[config.mk]
export PLATFORM = sky130hd
export DESIGN_NAME = mux8_rr_arbiter_flat
export DESIGN_NICKNAME = d
export VERILOG_FILES = /design/src/rtl/mux8_rr_arbiter_if.sv /design/src/rtl/mux8_rr_arbiter.sv /design/src/flat_wrapper.sv
export SDC_FILE = /design/constraint.sdc
export NUM_CORES = 1
export LEC_CHECK = 0
export CORE_AREA = 5 5 84 86
export DETAILED_ROUTE_END_ITERATION = 7
export DIE_AREA = 0 0 89 91
export GPL_ROUTABILITY_DRIVEN = 0
export MAX_ROUTING_LAYER = met4
export SETUP_SLACK_MARGIN = 0.4
export SYNTH_ARGS = -nofsm -noshare
export SYNTH_HDL_FRONTEND = slang
export SYNTH_SLANG_ARGS = --single-unit
[constraint.sdc]
create_clock -name clk -period 4 [get_ports clk]
set_input_delay 1.2 -clock clk [delete_from_list [all_inputs] [get_ports clk]]
set_output_delay 1.2 -clock clk [all_outputs]
set_load 0.02 [all_outputs]
[src/rtl/mux8_rr_arbiter_if.sv]
// rtl/mux8_rr_arbiter_if.sv - request/grant bundle between requesters and the 8:1 mux arbiter
interface mux8_rr_arbiter_if;
   logic       en;
   logic [7:0] req;
   logic       s2;
   logic       s1;
   logic       s0;
   logic [7:0] gnt;
   logic       busy;
   logic       timeout;

   modport master (
      output en, req,
      input  s2, s1, s0, gnt, busy, timeout
   );

   modport slave (
      input  en, req,
      output s2, s1, s0, gnt, busy, timeout
   );
endinterface

[src/rtl/mux8_rr_arbiter.sv]
// rtl/mux8_rr_arbiter.sv - round-robin 8-way arbiter driving a registered 8:1 mux select
module mux8_rr_arbiter #(
   parameter int MAX_HOLD = 8
) (
   input  logic              clk,
   input  logic              rst_n,
   mux8_rr_arbiter_if.slave  arb
);

   localparam logic [3:0] MAX_HOLD_C = 4'(MAX_HOLD);

   typedef enum logic {
      IDLE  = 1'b0,
      GRANT = 1'b1
   } state_t;

   state_t     state_q, state_d;
   logic [2:0] ptr_q, ptr_d;
   logic [3:0] hold_q, hold_d;
   logic [2:0] sel_q, sel_d;
   logic [7:0] gnt_q, gnt_d;
   logic       busy_q, busy_d;
   logic       timeout_q, timeout_d;

   logic [2:0] win;
   logic [2:0] idx;
   logic       found;

   // First requester at or after the pointer, wrapping modulo 8.
   always_comb begin
      win   = ptr_q;
      idx   = ptr_q;
      found = 1'b0;
      for (int k = 0; k < 8; k++) begin
         idx = ptr_q + 3'(k);
         if (!found && arb.req[idx]) begin
            found = 1'b1;
            win   = idx;
         end
      end
   end

   always_comb begin
      state_d   = state_q;
      ptr_d     = ptr_q;
      hold_d    = hold_q;
      sel_d     = sel_q;
      gnt_d     = gnt_q;
      busy_d    = busy_q;
      timeout_d = 1'b0;

      case (state_q)
         IDLE: begin
            gnt_d  = 8'h00;
            busy_d = 1'b0;
            if (arb.en && found) begin
               state_d = GRANT;
               sel_d   = win;
               gnt_d   = 8'h01 << win;
               busy_d  = 1'b1;
               hold_d  = 4'd1;
            end
         end
         GRANT: begin
            if (!arb.req[sel_q] || hold_q == MAX_HOLD_C) begin
               // Pointer moves past the winner so every waiting requester gets a turn.
               state_d   = IDLE;
               gnt_d     = 8'h00;
               busy_d    = 1'b0;
               hold_d    = 4'd0;
               ptr_d     = sel_q + 3'd1;
               timeout_d = arb.req[sel_q];
            end else if (hold_q != 4'hF) begin
               hold_d = hold_q + 4'd1;
            end
         end
         default: begin
            state_d = IDLE;
            gnt_d   = 8'h00;
            busy_d  = 1'b0;
         end
      endcase
   end

   always_ff @(posedge clk or negedge rst_n) begin
      if (!rst_n) begin
         state_q   <= IDLE;
         ptr_q     <= 3'd0;
         hold_q    <= 4'd0;
         sel_q     <= 3'd0;
         gnt_q     <= 8'h00;
         busy_q    <= 1'b0;
         timeout_q <= 1'b0;
      end else begin
         state_q   <= state_d;
         ptr_q     <= ptr_d;
         hold_q    <= hold_d;
         sel_q     <= sel_d;
         gnt_q     <= gnt_d;
         busy_q    <= busy_d;
         timeout_q <= timeout_d;
      end
   end

   assign arb.s2      = sel_q[2];
   assign arb.s1      = sel_q[1];
   assign arb.s0      = sel_q[0];
   assign arb.gnt     = gnt_q;
   assign arb.busy    = busy_q;
   assign arb.timeout = timeout_q;

endmodule

[src/flat_wrapper.sv]
// flat-port wrapper written by rule: the top's interface ports become plain ports
module mux8_rr_arbiter_flat 
#(
   parameter int MAX_HOLD = 8
)
  (clk, rst_n, arb_en, arb_req, arb_s2, arb_s1, arb_s0, arb_gnt, arb_busy, arb_timeout);
  mux8_rr_arbiter_if arb_i ();
  input  logic clk;
  input  logic rst_n;
  input wire logic [$bits(arb_i.en)-1:0] arb_en;
  input wire logic [$bits(arb_i.req)-1:0] arb_req;
  output wire logic [$bits(arb_i.s2)-1:0] arb_s2;
  output wire logic [$bits(arb_i.s1)-1:0] arb_s1;
  output wire logic [$bits(arb_i.s0)-1:0] arb_s0;
  output wire logic [$bits(arb_i.gnt)-1:0] arb_gnt;
  output wire logic [$bits(arb_i.busy)-1:0] arb_busy;
  output wire logic [$bits(arb_i.timeout)-1:0] arb_timeout;
  assign arb_i.en = arb_en;
  assign arb_i.req = arb_req;
  assign arb_s2 = arb_i.s2;
  assign arb_s1 = arb_i.s1;
  assign arb_s0 = arb_i.s0;
  assign arb_gnt = arb_i.gnt;
  assign arb_busy = arb_i.busy;
  assign arb_timeout = arb_i.timeout;
  mux8_rr_arbiter #(.MAX_HOLD(MAX_HOLD)) u_core (.clk(clk), .rst_n(rst_n), .arb(arb_i));
endmodule
; Yosys cells after proc, flatten, opt, wreduce, memory -nomap -nowiden
; Cells that the tools add are included.
[classes]
n_addsub = 9
shift = 1
n_mux = 47
n_bitwise = 1
eq_ne = 5
magnitude_cmp = 9
multipliers = 0
reduce_logical = 20
div_mod_pow = 0
[op_table]
columns = op, n
row1 = 3-bit by 4-bit less-than comparator with 1-bit output (second input constant), 9
row2 = 1-bit binary-select mux with 3-bit select, 9
row3 = 1-bit two-way mux, 22
row4 = 3-bit two-way mux, 7
row5 = 8-bit two-way mux, 2
row6 = 8-bit one-hot mux with 2 select lines, 1
row7 = 3-bit adder (second input constant), 4
row8 = 4-bit two-way mux, 3
row9 = 1-bit logical AND, 8
row10 = 1-bit zero test, 8
row11 = 4-bit one-hot mux with 2 select lines, 1
row12 = 1-bit by 3-bit left shift with 8-bit output (first input constant), 1
row13 = 3-bit by 1-bit adder with 3-bit output (second input constant), 2
row14 = 3-bit by 2-bit adder with 3-bit output (second input constant), 2
row15 = 2-bit AND reduction, 3
row16 = 4-bit by 1-bit adder with 4-bit output (second input constant), 1
row17 = 4-bit equality test (second input constant), 1
row18 = 4-bit inequality test (second input constant), 1
row19 = 1-bit one-hot mux with 2 select lines, 2
row20 = 3-bit inequality test (second input constant), 1
row21 = 2-bit by 1-bit inequality test with 1-bit output (second input constant), 1
row22 = 2-bit inequality test (second input constant), 1
row23 = 1-bit logical OR, 1
row24 = 1-bit inverter, 1
[word_totals]
regBits = 21
latchBits = 0
mem_bits_ro = 0
mem_bits_rw = 0
memories = 0

; Longest topological paths before layout
; Gate-level depths: netlist of run 1.
[logic_depth]
depth_word = 27
mapped_depth = 12
mapped_depth_nobuf = 9

; Worst setup path before layout of run 1
; OpenSTA, ideal clock, no wires.
[synth_timing]
path_kind = input port to flip-flop
startpoint = in arb_req[4]
endpoint = reg u_core.gnt_q[0], in the netlist u_core.arb.gnt[0]
n_path_buf = 0
cell_stages = 7
slack_ns = 0.822
required_ns = 3.890
setup_time_ns = 0.110
t_arrival_ns = 3.068
path_cell_list = mux4_2 > mux2_4 > nor2_4 > nand3_2 > a311o_1 > a31o_1 > o41ai_1
[synth_via]
elab_chain_cells = 27
[synth_lines]
columns = item, line_no
row1 = from (decl), flat_wrapper.sv:11  ; input wire logic [$bits(arb_i.req)-1:0] arb_req;
row2 = 1-bit binary-select mux with 3-bit select, mux8_rr_arbiter.sv:36  ; if (!found && arb.req[idx]) begin
row3 = 1-bit two-way mux (not written as such), mux8_rr_arbiter.sv:36
row4 = 1-bit two-way mux, mux8_rr_arbiter.sv:36
row5 = 1-bit zero test, mux8_rr_arbiter.sv:36
row6 = 1-bit logical AND, mux8_rr_arbiter.sv:36
row7 = 1-bit two-way mux, mux8_rr_arbiter.sv:36
row8 = 1-bit zero test, mux8_rr_arbiter.sv:36
row9 = 1-bit logical AND, mux8_rr_arbiter.sv:36
row10 = [11 not listed], --
row11 = 1-bit logical AND, mux8_rr_arbiter.sv:36
row12 = 1-bit two-way mux, mux8_rr_arbiter.sv:36
row13 = 1-bit zero test, mux8_rr_arbiter.sv:36
row14 = 1-bit logical AND, mux8_rr_arbiter.sv:36
row15 = 3-bit two-way mux / 1-bit two-way mux (equally long branches), mux8_rr_arbiter.sv:36
row16 = 1-bit by 3-bit left shift with 8-bit output / 1-bit logical AND (equally long branches), "mux8_rr_arbiter.sv:59, mux8_rr_arbiter.sv:56"
row17 = 8-bit two-way mux, mux8_rr_arbiter.sv:56  ; if (arb.en && found) begin
row18 = 8-bit one-hot mux with 2 select lines, mux8_rr_arbiter.sv:52  ; case (state_q)
row19 = to (signal assigned), mux8_rr_arbiter.sv:99  ; gnt_q <= gnt_d;
row20 = to (decl), mux8_rr_arbiter.sv:21  ; logic [7:0] gnt_q, gnt_d;
; Parallel ways exist; a longest one is shown, timed or not. The select of a mux whose other input is x is not followed.
; A chain may end at the register's enable or synchronous reset.

; Final worst setup path of run 1
[layout_timing]
startpoint = in arb_req[3]
endpoint = reg u_core.gnt_q[4], in the netlist u_core.arb.gnt[4]
; The elaborated chain is that of the path after synthesis.

==> out/qor.yml, run 1 <==
outcome: "complete, no violations"
cap_violations: 0
holdCritPathClass: "reg -> reg"
stdcell_count: 304
vias: 1697
num_io_pins: 24
worstMarginPinSlew_ns: 0.9420
synth_area_per_cell_um2: 9.882
cts_max_path_buffers: 2
finalCoreUtilization_pct: 37.29
syn_area_mm2: 0.001937
routed_via_density: 5.582
multi_input_area_mm2: 0.001297
overflow: 0
final.setup.worst_slack_ns: 0.5827
final_nets: 244
antenna_found_initial: 0
io_buffer_count: 23
synth_top_flop_cell: "dfrtp_1"
yosys_register_bits: 21
fmax_mhz: 292.6
setup.worst_path.class: "in -> reg"
synth.most_common_cell: "nand2_1"
ys_warn_count: 0
grtUsageMet2_pct: 21.10
cts_sinks: 21
grt_pass1_wl_um: 8128
htree_num_levels: 1
antenna_cells: 0
synth_fp_nets: 212
dp_cells: 295
holdBufCountCts: 0
final.setup_skew_ns: 0.005416
numCtsBuffers: 3
fin_crit_sh_pct: 85.43
core_area_mm2: 0.006205
rows: 29
dr.pass1.iters: 4
synth_common_cells: "25 x nand2_1, 21 x dfrtp_1, 12 x a21oi_1, 12 x o21ai_0"
met1_usage_pct: 16.05
async_reset_ff_share_pct: 100.0
period_minus_slack_ns: 3.417
grt_usage_pct: 12.63
chipHeight_um: 91
required_ns: 4.15
dp_hpwl_um: 3628
setup_viol: 0
start_util_pct: 31.22
syn2layout_area_growth_pct: 19.44
fp.dieW_um: 89
synth-edff-count: 0
crit_path_max_fanout: 9
critPathArrivalTime_ns: 3.57
die_area_mm2: 0.008099
drive_gt1_share_pct: 22.47
synth_top_area_cell: "dfrtp_1"
synth_cell_types: 51
use_met3_pct: 1.267
n_fill_cell: 609
yosysTopAreaCellShare_pct: 27.13
hold_violations: 0
start_kind: "input pin"
clk_pin_slew_ns: 0.08
drt_iter0_drc: 122
cts_tree: "done"
slew_headroom_pct: 37.00
syn_inst: 196
post-route-drc-count: 0
crit_path_end_kind: "flop"
clock_latency_ns: 0.26
slew_viol_final: 0
grt.busiest_layer: "met2"
cts-root-buf: "clkbuf_8"
final-seq-area_um2: 525.5
grt_pass1_vias: 1719
rsz0062_at_grt: "false"
grt_max_degree: 22
ant_nets: 0
netlist_top_cells_area: "dfrtp_1 27%, mux4_2 13%, mux2i_1 5.2%, nand2_1 4.8%, ha_1 3.2%"
pre_cts_ws_ns: 0.04668
routed_wirelength_um: 4814
fin_setup_tns_ns: 0
yosysSeqAreaShare_pct: 27.13
wl_per_cell_um: 15.84
[cell families after synthesis]
logic type	Yosys count	synth area share, %
AND/OR/NAND/NOR	62	16.15
AO/OA/AOI/OAI	57	21.83
multiplexers	27	22.61
flip-flops	21	27.13
buffers and inverters	19	6.783
XOR/XNOR	5	2.261
adder cells (fa/ha/maj)	5	3.230
[area by class of cell]
type,count,share of cell area [%]
clock buffers,3,1.785
multi-input cells,156,56.08
well taps,77,4.164
clock inverters,1,0.2163
inverters,12,1.947
flip-flops and latches,21,22.71
repair buffers,34,13.09
[critical path, cell delays in order]
cell,delay [ns]
dlygate4sd2_1,0.29
mux4_2,0.59
nor2_2,0.18
a22o_1,0.26
nand3_2,0.10
a311o_1,0.32
a31o_1,0.27
o41ai_1,0.35
[state kept, by name, indices dropped and copies added (netlist names)]
signal	flops
u_core.arb.gnt	8
u_core.hold_q	4
u_core.ptr_q	3
u_core.sel_q	3
u_core.arb.busy	1
u_core.arb.timeout	1
u_core.state_q	1
[final timing paths]
kind	to	start	cells after the start	slack, ns
setup / recovery	u_core.arb.gnt[4]	arb_req[3]	8	0.58
min in group asynchronous	u_core.arb.busy	rst_n	1	1.46
setup reg to reg	u_core.arb.gnt[4]	u_core.ptr_q[1]	9	0.71
max in group asynchronous	u_core.ptr_q[2]	rst_n	1	1.96
hold reg to reg	u_core.arb.gnt[1]	u_core.arb.gnt[1]	2	0.49
hold / removal	u_core.arb.gnt[1]	u_core.arb.gnt[1]	2	0.49
[what timing repair did]
action	CTS	global route
gates resized for setup	12	0
endpoints found under the setup margin	8	0
buffers inserted	5	0
[metal layers]
metal	vias up	share of wire [%]
met5	-	0
met4	0	1.1
met1	838	44
met3	6	3.9
li1	813	-
met2	40	51
[per-stage QoR]
step	hold WS, ns	instance area, um2
after CTS	0.4973	2313
after global placement	0.4639	2222
after floorplan	0.4941	1937
after global routing	0.5168	2313
after detailed placement	0.4710	2222
final	0.4892	2313
[placed cells by master, fill, tap and decap left out, drive strengths merged, types with 2 or more instances in the layout]
cell           Yosys  final
a211oi             4      4
a21oi             12     12
a31o               2      2
a31oi              2      2
and2               3      3
buf                4     11
clkbuf             3      3
clkdlybuf4s50      0     15
clkinv             1      2
dfrtp             21     21
dlygate4sd2        0      8
ha                 5      5
inv               11     11
mux2               5      5
mux2i             10     10
mux4              12     12
nand2             25     25
nand3              5      5
nor2              15     15
nor3               8      8
o211ai             2      2
o21ai             13     13
o21ba              2      2
o311ai             2      2
o31ai              4      4
o32ai              2      2
o41ai              4      4
xnor2              2      2
xor2               3      3
Power of run 1 is left out: the tool's default activity adds up to more than one toggle a clock period on the data nets, which glitch-free logic cannot reach.
==> run 2: changes to the inputs <==
Settings changed: CORE_AREA 5 5 84 86 to 2 2 62 64, DIE_AREA 0 0 89 91 to 0 0 64 66, PLACE_DENSITY from default to 0.79.
==> out/qor.yml, run 2 (synthesized netlist as in run 1, its figures left out) <==
outcome: "complete, no violations"
final_nets: 242  # -0.82%
crit_path_max_fanout: 11  # +2
die_area_mm2: 0.004224  # -48%
min_path_cells: 2  # unchanged
grt_pass1_wl_um: 7389  # -9.1%
htree_num_levels: 1  # unchanged
rows: 22  # -24%
crit_path_end_kind: "flop"
critPathArrivalTime_ns: 3.51  # -0.06 ns
fin_crit_sh_pct: 82.37  # -3.1 points
final.setup_skew_ns: 0.003538  # -0.001878 ns
setup_viol: 0  # unchanged
routed_wirelength_um: 4545  # -5.6%
multi_input_area_mm2: 0.001325  # +2.1%
holdCritPathClass: "reg -> reg"
placed_cell_area_mm2: 0.002178  # -2.0%
cap_violations: 0  # unchanged
chipHeight_um: 66  # -27%
ff2ff_path_depth: 10  # +1
fin_setup_tns_ns: 0  # unchanged
layout_common_cells: "25 x nand2_1, 21 x dfrtp_1, 15 x clkdlybuf4s50_1"
period_minus_slack_ns: 3.295  # -0.1226 ns
fp.dieW_um: 64  # -28%
cts-root-buf: "clkbuf_4"
grt_usage_pct: 22.81  # +10 points
vias: 1703  # +0.35%
required_ns: 4.22  # +0.07 ns
syn2layout_area_growth_pct: 18.80
drive_gt1_share_pct: 23.56  # +1.1 points
dr.pass1.iters: 4  # unchanged
start_util_pct: 54.55  # +23 points
post-route-drc-count: 0  # unchanged
num_io_pins: 24  # unchanged
start_kind: "flop"
cts_max_path_buffers: 2  # unchanged
cts_sinks: 21  # unchanged
finalInstanceArea_mm2: 0.002301  # -0.54%
drt_iter0_drc: 98  # -20%
antenna_found_initial: 0  # unchanged
setup.worst_path.class: "reg -> reg"
rsz0062_at_grt: "false"
fmax_mhz: 303.5  # +3.7%
grt_pass1_vias: 1498  # -13%
hold_violations: 0  # unchanged
numCtsBuffers: 3  # unchanged
overflow: 0  # unchanged
wl_per_cell_um: 16.65  # +5.1%
routed_via_density: 6.238  # +12%
cts_tree: "done"
n_fill_cell: 253  # -58%
io_buffer_count: 23  # unchanged
final_common_cell: "nand2_1"
largest_reg_flops: 8  # unchanged
slew_headroom_pct: 40.22  # +3.2 points
slew_viol_final: 0  # unchanged
worstMarginPinSlew_ns: 0.8939  # -0.04804 ns
dp_hpwl_um: 3292  # -9.3%
ant_nets: 0  # unchanged
core_area_mm2: 0.003551  # -43%
antenna_cells: 0  # unchanged
clock_latency_ns: 0.31  # +0.05 ns
clk_pin_slew_ns: 0.12  # +0.04 ns
reg2reg_slack_ns: 0.71  # about the same
final-seq-area_um2: 525.5  # unchanged
grt_max_degree: 22  # unchanged
run 2: cell types whose count changed in the layout (fill, tap and decap cells not counted), moves of 2 or more:
cell,before,now
nor3_2,1,3
clkbuf_4,0,3
o41ai_1,3,1
clkbuf_8,3,0
dlymetal6s2s_1,0,8
nor3_1,7,5
buf_4,11,9
o41ai_2,1,3
dlygate4sd2_1,8,0
run 2: per-layer routing:
layer	global-route usage (%)	up-vias	wire length, um
met4	7.065	0	46
met2	32.16	76	2159
met1	34.14	811	2064
met5	-	-	0
li1	-	811	-
met3	2.896	5	274
run 2: final cells by class:
cell class              count  area share (%)
multi-input cells         156           57.59
flip-flops and latches     21           22.84
repair buffers             32           13.81
well taps                  48           2.610
inverters                  12           1.958
clock buffers               3          0.9788
clock inverters             1          0.2175
run 2: worst paths after layout:
check	startpoint	to
setup reg to reg	u_core.ptr_q[1]	u_core.arb.gnt[0]
min in group asynchronous	rst_n	u_core.arb.gnt[0]
hold / removal	u_core.arb.busy	u_core.arb.busy
setup / recovery	u_core.ptr_q[1]	u_core.arb.gnt[0]
hold reg to reg	u_core.arb.busy	u_core.arb.busy
max in group asynchronous	rst_n	u_core.ptr_q[2]
run 2: metrics by stage:
step,cells,utilization (%),worst slack (ns),hold slack (ns)
after detailed placement,265,61.35,0.1016,0.4623
after global placement,265,61.35,0.1060,0.4626
after floorplan,196,-,0.8220,0.4941
final,273,64.80,0.7053,0.4880
after CTS,269,62.12,0.4237,0.4923
after global routing,273,64.80,0.5416,0.5212
run 2: what timing repair did:
| item | 4_1_cts | 5_1_grt |
|---|---|---|
| setup endpoints to repair | 0 | 10 |
| setup buffers | 0 | 4 |
| hold buffers | 0 | 0 |
| resized for setup | 0 | 16 |
run 2: worst max-delay path, stage by stage, from the launching register on:
cell and delay [ns]:
dfrtp_1 0.39, inv_1 0.10, ha_1 0.60, mux2i_1 0.32
mux4_2 0.37, buf_4 0.14, nor3_2 0.04, or2_4 0.30
o32a_1 0.35, a31o_1 0.28, o41ai_2 0.32
Power of run 2 is left out for the same reason.
